[config.mk]
export PLATFORM = sky130hd
export DESIGN_NAME = video_bg_shifter
export DESIGN_NICKNAME = d
export VERILOG_FILES = /design/src/rtl/video_bg_shifter_pkg.sv /design/src/rtl/video_bg_shifter_shift_pair.sv /design/src/rtl/video_bg_shifter.sv
export SDC_FILE = /design/constraint.sdc
export NUM_CORES = 1
export LEC_CHECK = 0
export BUFFER_PORTS_ARGS = -buffer_cell sky130_fd_sc_hd__clkbuf_2
export CORE_MARGIN = 2
export CORE_UTILIZATION = 62
export DETAILED_ROUTE_END_ITERATION = 10
export PLACE_DENSITY = 0.94
export RECOVER_POWER = 25
export SLEW_MARGIN = 0
export SYNTH_ARGS = -nofsm -noshare
export SYNTH_HDL_FRONTEND = slang
export SYNTH_HIERARCHICAL = 1
export SYNTH_SLANG_ARGS = --single-unit
[constraint.sdc]
create_clock -name I_clock -period 3.4 [get_ports I_clock]
set_clock_uncertainty 0.15 [all_clocks]
set_input_delay 0.51 -clock I_clock [delete_from_list [all_inputs] [get_ports I_clock]]
set_output_delay 0.51 -clock I_clock [all_outputs]
set_load 0.01 [all_outputs]
[src/rtl/video_bg_shifter_pkg.sv]
// Sequencer strobe bit indices for the PPU video path, plus small helpers
// shared by the background pixel pipeline.
package video_control_signals;

    localparam int VIDEO_CONTROL_WIDTH = 16;

    // Existing sequencer strobe indices. Bit 0 is owned by the left-8 clip
    // logic; bits 1..9 are reserved for the other fetch and sprite strobes.
    localparam int video_left_most_8  = 0;

    // Background pipeline strobes.
    localparam int video_bg_latch_lo  = 10;
    localparam int video_bg_latch_hi  = 11;
    localparam int video_bg_latch_at  = 12;
    localparam int video_bg_load      = 13;
    localparam int video_bg_shift     = 14;

    // Pick the 2-bit palette field of an attribute byte for one 16x16 quadrant.
    // Quadrant {coarse_y[1], coarse_x[1]} selects bits 2q+1:2q.
    function automatic logic [1:0] attr_quadrant(input logic [7:0] data,
                                                 input logic [1:0] quad);
        return data[{quad, 1'b0} +: 2];
    endfunction

endpackage

[src/rtl/video_bg_shifter_shift_pair.sv]
// One bit-plane of the background pipeline: a 16-bit pattern shifter, an
// 8-bit attribute shifter with its feed bit, and the registered pixel tap.
module video_bg_shift_pair (
    input  logic       clock_i,
    input  logic       reset_i,
    input  logic       enable_i,
    input  logic       load_i,
    input  logic       shift_i,
    input  logic [7:0] tile_i,
    input  logic       attr_bit_i,
    input  logic [2:0] fine_x_i,
    output logic [1:0] pix_o
);

    logic [15:0] pat_q, pat_d;
    logic [7:0]  at_q, at_d;
    logic        at_bit_q, at_bit_d;
    logic [1:0]  pix_q, pix_d;

    // Next state: shift first, then a load overwrites the low pattern byte and
    // the feed bit, so the attribute shifter always takes the old feed bit.
    // 15-fine_x is {1,~fine_x} and 7-fine_x is ~fine_x for a 3-bit fine_x.
    always_comb begin
        pat_d    = pat_q;
        at_d     = at_q;
        at_bit_d = at_bit_q;
        if (shift_i) begin
            pat_d = {pat_q[14:0], 1'b0};
            at_d  = {at_q[6:0], at_bit_q};
        end
        if (load_i) begin
            pat_d[7:0] = tile_i;
            at_bit_d   = attr_bit_i;
        end
        pix_d = {at_q[~fine_x_i], pat_q[{1'b1, ~fine_x_i}]};
    end

    // State advances only on dot-enabled clocks; reset clears everything.
    always_ff @(posedge clock_i or posedge reset_i) begin
        if (reset_i) begin
            pat_q    <= '0;
            at_q     <= '0;
            at_bit_q <= 1'b0;
            pix_q    <= '0;
        end else if (enable_i) begin
            pat_q    <= pat_d;
            at_q     <= at_d;
            at_bit_q <= at_bit_d;
            pix_q    <= pix_d;
        end
    end

    assign pix_o = pix_q;

endmodule

[src/rtl/video_bg_shifter.sv]
// Background pixel pipeline: latches tile/attribute fetch bytes, feeds the
// lo and hi plane shifters and produces the 4-bit background palette index.
module video_bg_shifter
    import video_control_signals::*;
(
    input  logic        I_clock,
    input  logic        I_reset,
    input  logic        I_dot_clk,
    input  logic [15:0] I_control,
    input  logic [7:0]  I_data,
    input  logic [1:0]  I_quadrant,
    input  logic [2:0]  I_fine_x,
    output logic [3:0]  O_bg_color
);

    logic [7:0] tile_lo_q, tile_lo_d;
    logic [7:0] tile_hi_q, tile_hi_d;
    logic [1:0] attr_latch_q, attr_latch_d;
    logic [1:0] lo_pix, hi_pix;
    logic       ctrl_unused;

    // Only the background strobes matter here; fold the rest away.
    assign ctrl_unused = ^I_control;

    // Fetch latches: each strobe acts on its own latch independently.
    always_comb begin
        tile_lo_d    = tile_lo_q;
        tile_hi_d    = tile_hi_q;
        attr_latch_d = attr_latch_q;
        if (I_control[video_bg_latch_lo]) tile_lo_d    = I_data;
        if (I_control[video_bg_latch_hi]) tile_hi_d    = I_data;
        if (I_control[video_bg_latch_at]) attr_latch_d = attr_quadrant(I_data, I_quadrant);
    end

    // Latch registers; loads in the same dot see these pre-edge values.
    always_ff @(posedge I_clock or posedge I_reset) begin
        if (I_reset) begin
            tile_lo_q    <= '0;
            tile_hi_q    <= '0;
            attr_latch_q <= '0;
        end else if (I_dot_clk) begin
            tile_lo_q    <= tile_lo_d;
            tile_hi_q    <= tile_hi_d;
            attr_latch_q <= attr_latch_d;
        end
    end

    video_bg_shift_pair u_lo (
        .clock_i    (I_clock),
        .reset_i    (I_reset),
        .enable_i   (I_dot_clk),
        .load_i     (I_control[video_bg_load]),
        .shift_i    (I_control[video_bg_shift]),
        .tile_i     (tile_lo_q),
        .attr_bit_i (attr_latch_q[0]),
        .fine_x_i   (I_fine_x),
        .pix_o      (lo_pix)
    );

    video_bg_shift_pair u_hi (
        .clock_i    (I_clock),
        .reset_i    (I_reset),
        .enable_i   (I_dot_clk),
        .load_i     (I_control[video_bg_load]),
        .shift_i    (I_control[video_bg_shift]),
        .tile_i     (tile_hi_q),
        .attr_bit_i (attr_latch_q[1]),
        .fine_x_i   (I_fine_x),
        .pix_o      (hi_pix)
    );

    assign O_bg_color = {hi_pix[1], lo_pix[1], hi_pix[0], lo_pix[0]};

endmodule

### Yosys cells after proc, flatten, opt, wreduce, memory -nomap -nowiden

Index checks and enable logic that the tools add are counted.

* word-level logic and storage cells: 36
* bits of input ports: 32
* bits in registers: 72

* shifts and indexed selects: 1
* bitwise logic cells: 1
* reduce and logical (&&, ||, !) cells: 7
* $lt $le $gt $ge: 2
* mux-type cells: 12

Operator list (count)
* 8-bit two-way mux: 4
* 1-bit binary-select mux with 3-bit select: 4
* 2-bit AND reduction: 6
* 8-bit by 4-bit variable part select with 2-bit output: 1
* 4-bit by 5-bit < comparator with 1-bit output, second input constant: 1
* 3-bit by 4-bit < comparator with 1-bit output, second input constant: 1
* 1-bit two-way mux: 4
* 3-bit inverter: 1
* 2-bit nonzero test: 1

### Longest topological paths before layout

* depth in word-level cells: 3
* mapped depth: 4
* depth with buffers taken out: 3

### Hierarchy

The synthesis kept the hierarchy.

By module, submodules not included
* video_bg_shift_pair: seq. area each 675.6 um^2, instances 2, area an instance 1203.7 um^2, cells an instance 83
* video_bg_shifter: seq. area each 450.4 um^2, instances 1, area an instance 720.7 um^2, cells an instance 42

### Worst setup path after synthesis

No wires, ideal clock.

* path kind: input -> register
* start point: input I_quadrant[0]
* end point: register attr_latch_q[0]
* cell stages on the path: 2
* setup slack: 1.852 ns
* library setup time: 0.125 ns
* data arrival time: 1.274 ns
* path buffers: 0
* path through: mux4_1 > mux2_2

* longest elaborated chain between the ends: 1

RTL lines
* start, declared: RTL line video_bg_shifter.sv:11 `input logic [1:0] I_quadrant,`
* 8-bit by 4-bit variable part select with 2-bit output: RTL line video_bg_shifter_pkg.sv:22 `return data[{quad, 1'b0} +: 2];`
* end signal, assigned: RTL line video_bg_shifter.sv:44 `attr_latch_q <= attr_latch_d;`
* end, declared: RTL line video_bg_shifter.sv:18 `logic [1:0] attr_latch_q, attr_latch_d;`

Every way passes these cells.
A chain may end at the register's enable or synchronous reset.

### Final worst setup path

* start point: input I_control[13]
* end point: register u_lo.pat_q[1]

* longest elaborated chain between the ends: 2
* elaborated cells between the ends (all ways): 3
* classes of those cells: 1 x mux; 2 x reduce/logical

RTL lines
* start, declared: RTL line video_bg_shifter.sv:9 `input logic [15:0] I_control,`
* 2-bit nonzero test (no line)
* 2-bit AND reduction (no line)
* end signal, assigned: RTL line video_bg_shifter_shift_pair.sv:46 `pat_q <= pat_d;`
* end, declared: RTL line video_bg_shifter_shift_pair.sv:15 `logic [15:0] pat_q, pat_d;`

Parallel ways exist; a longest one is shown, timed or not.

==> reports/summary.txt <==
post-route cell area -> 3460 sq um
largest net degree at the start of global routing -> 28
register area share after synthesis -> 0.576
Reg2Reg Depth -> 3
deepest clock path buffer count -> 2
Layout fillers -> 349
Initial Util -> 0.654
Arrival @ worst endpoint -> 1.98 ns
Die W -> 75.0 microns
largest cells by area after synthesis -> dfrtp_1 58%, mux2_2 19%, a22o_1 7.8%, mux2i_1 6.4%, mux4_2 2.9%
area delta synth->final -> 10.7%
Core Rows -> 25
DP HPWL -> 3.68 mm
hold_buf cts -> 0
average size of a mapped cell -> 15.0 sq um
clk sinks -> 72
r2r setup slk -> 2.07 ns
first-pass GRT wire length -> 9.33 mm
final critical-path share of the clock period -> 0.560
IO Port Bufs -> 24
fmax -> 525 MHz
Seq cells post-synth -> 72
crit path time final -> 1.90 ns
Die Ht -> 75.0 microns
Synth warnings -> 6
TritonRoute pass-1 iters -> 4
Synth Cell Area -> 3130 sq um
DR vias/cell -> 5.94
dominant synthesized flop cell -> dfrtp_1
postcts setup bufs -> 0
Root Buffer -> clkbuf_8
routability cong. -> 0.757
worst vdd ir -> 404 uV
most used cell, CP -> a22o_1
final setup TNS -> 0 ns
post-cts sizing count -> 0
Starting DRT DRC Count -> 134
Static Leak -> 1.62 nW
die area -> 5630 sq um
final setup vio count -> 0
H-tree depth -> 3
RSZ-0062 raised after global routing -> false
WL final -> 5.54 mm
cell breakdown of the critical path -> clkbuf_1 > nor2b_1 > a22o_1 > a22o_1
Reg clk slew, reported paths -> 0.07 ns
worst skew pair latency -> 0.34 ns
RR Endpoint -> u_hi/pix_o[0]
Synth area leader -> dfrtp_1
Post-synth EDFFs -> 0
Worst EP required -> 3.48 ns
PwrDens -> 701 nW/um^2
post-route ant nets -> 0
hold crit path type -> in -> async
DRC errors left -> 0
Worst slew margin -> 0.329
initial antenna violation count -> 0
CP max-delay cell -> clkbuf_1
WS Path Type -> in -> reg
Final Net Count -> 266
CTS tree -> yes
Post-synth top cells -> 72 x dfrtp_1, 52 x mux2_2, 28 x a22o_1
total of max-cap violations -> 0
I/O pins -> 36
core area -> 4790 sq um
CP Max Fanout -> 22
vias in the first global route -> 1960
count leader, synth -> dfrtp_1
Synth top area share -> 0.576
Total Routing Usage GR -> 0.233
Worst R2R Start -> u_hi/pat_q[10]
slowest cell delay on critical path -> 0.66 ns
WHS -> 0.154 ns
library cells used by synthesis -> 14
Post-Synthesis Cells -> 208
layout cells sized above 1 -> 0.385
crit path launch -> I_control[13]
final hold violations -> 0
register area -> 1800 sq um
routed len/inst -> 18.1 microns
Inserted Diodes -> 0
outcome -> finished, final reports clean
ys async rst share -> 1.00
gr ovfl total -> 0
Slew @ Worst Pin -> 1.01 ns
fin. max-slew vios -> 0
syn nets -> 240
Num CTS Buffers -> 9
area taken by multi-input logic gates -> 1240 sq um
Startpoint Class -> input port
Critical Path End -> u_lo/pat_q[1]
total placed instance area -> 3280 sq um
element type at the critical path end -> register
Vias -> 1818
==> cell usage in the layout, fill, tap and decap left out <==
master,synthesis,final
nor2b_1,2,2
clkinvlp_4,0,1
a32o_1,2,2
o21ai_1,2,2
inv_1,7,7
clkinv_2,0,1
buf_4,0,1
clkbuf_2,0,21
clkbuf_1,4,5
mux4_2,4,4
clkbuf_8,0,12
nand2_1,7,7
mux2_2,52,52
a22o_1,28,28
mux4_1,2,2
mux2i_1,20,20
dfrtp_1,72,72
==> power by group <==
group	internal (mW)	total [mW]	switching, mW
Sequential	1.12	1.29	0.173
Combinational	0.315	0.510	0.196
Clock	0.324	0.623	0.299
Total	1.76	2.43	0.668
==> per-layer routing <==
layer	global-route usage	wire, microns
met3	0.0616	247
met2	0.378	2740
met5	0	0
met4	0.141	154
met1	0.279	2400
==> registers in the layout, indices dropped and copies added, names as in the netlist <==
name           cells
u_hi/pix_o         2
u_lo/pat_q        16
tile_hi_q          8
u_lo/at_bit_q      1
u_lo/pix_o         2
attr_latch_q       2
tile_lo_q          8
u_lo/at_q          8
u_hi/at_q          8
u_hi/at_bit_q      1
u_hi/pat_q        16
==> critical path: cells and delay by family <==
| kind | cells | cell delay [ns] |
|---|---|---|
| AOI/OAI and AO/OA | 2 | 0.47 |
| buffers and inverters | 1 | 0.66 |
| and+or+nand+nor | 1 | 0.34 |
==> kinds of logic after synthesis <==
family / share of synthesized area
AOI/OAI and AO/OA: 0.0880
buffers and inverters: 0.0268
DFF: 0.576
muxes: 0.297
and+or+nand+nor: 0.0124
==> per-stage QoR <==
| stage | util | cells | worst slack [ns] | total power [mW] |
|---|---|---|---|---|
| after floorplan | - | 208 | 1.85 | 1.66 |
| after global placement | 0.686 | 290 | 1.32 | 1.76 |
| after detailed placement | 0.686 | 290 | 1.26 | 1.82 |
| after CTS | 0.724 | 306 | 1.62 | 2.45 |
| after global routing | 0.724 | 306 | 1.37 | 2.57 |
| final | 0.724 | 306 | 1.50 | 2.43 |
==> worst min-delay path by stage <==
stage	from	endpoint	slack (ns)
floorplan	I_reset	attr_latch_q[0]	0.30
global placement	u_lo/pat_q[0]	u_lo/pat_q[0]	0.33
detailed placement	u_hi/pat_q[0]	u_hi/pat_q[0]	0.34
CTS	I_reset	attr_latch_q[0]	0.15
global route	I_reset	attr_latch_q[0]	0.24
finish	I_reset	tile_lo_q[7]	0.15
==> layout make-up <==
type / count / area share
Clock buffer: 14 / 0.0499
Clock inverter: 2 / 0.00361
Inverter: 7 / 0.00759
Multi-Input combinational cell: 119 / 0.359
Sequential cell: 72 / 0.520
Tap cell: 67 / 0.0242
Timing Repair Buffer: 25 / 0.0358
No activity file was read; power rests on OpenSTA's default activity.
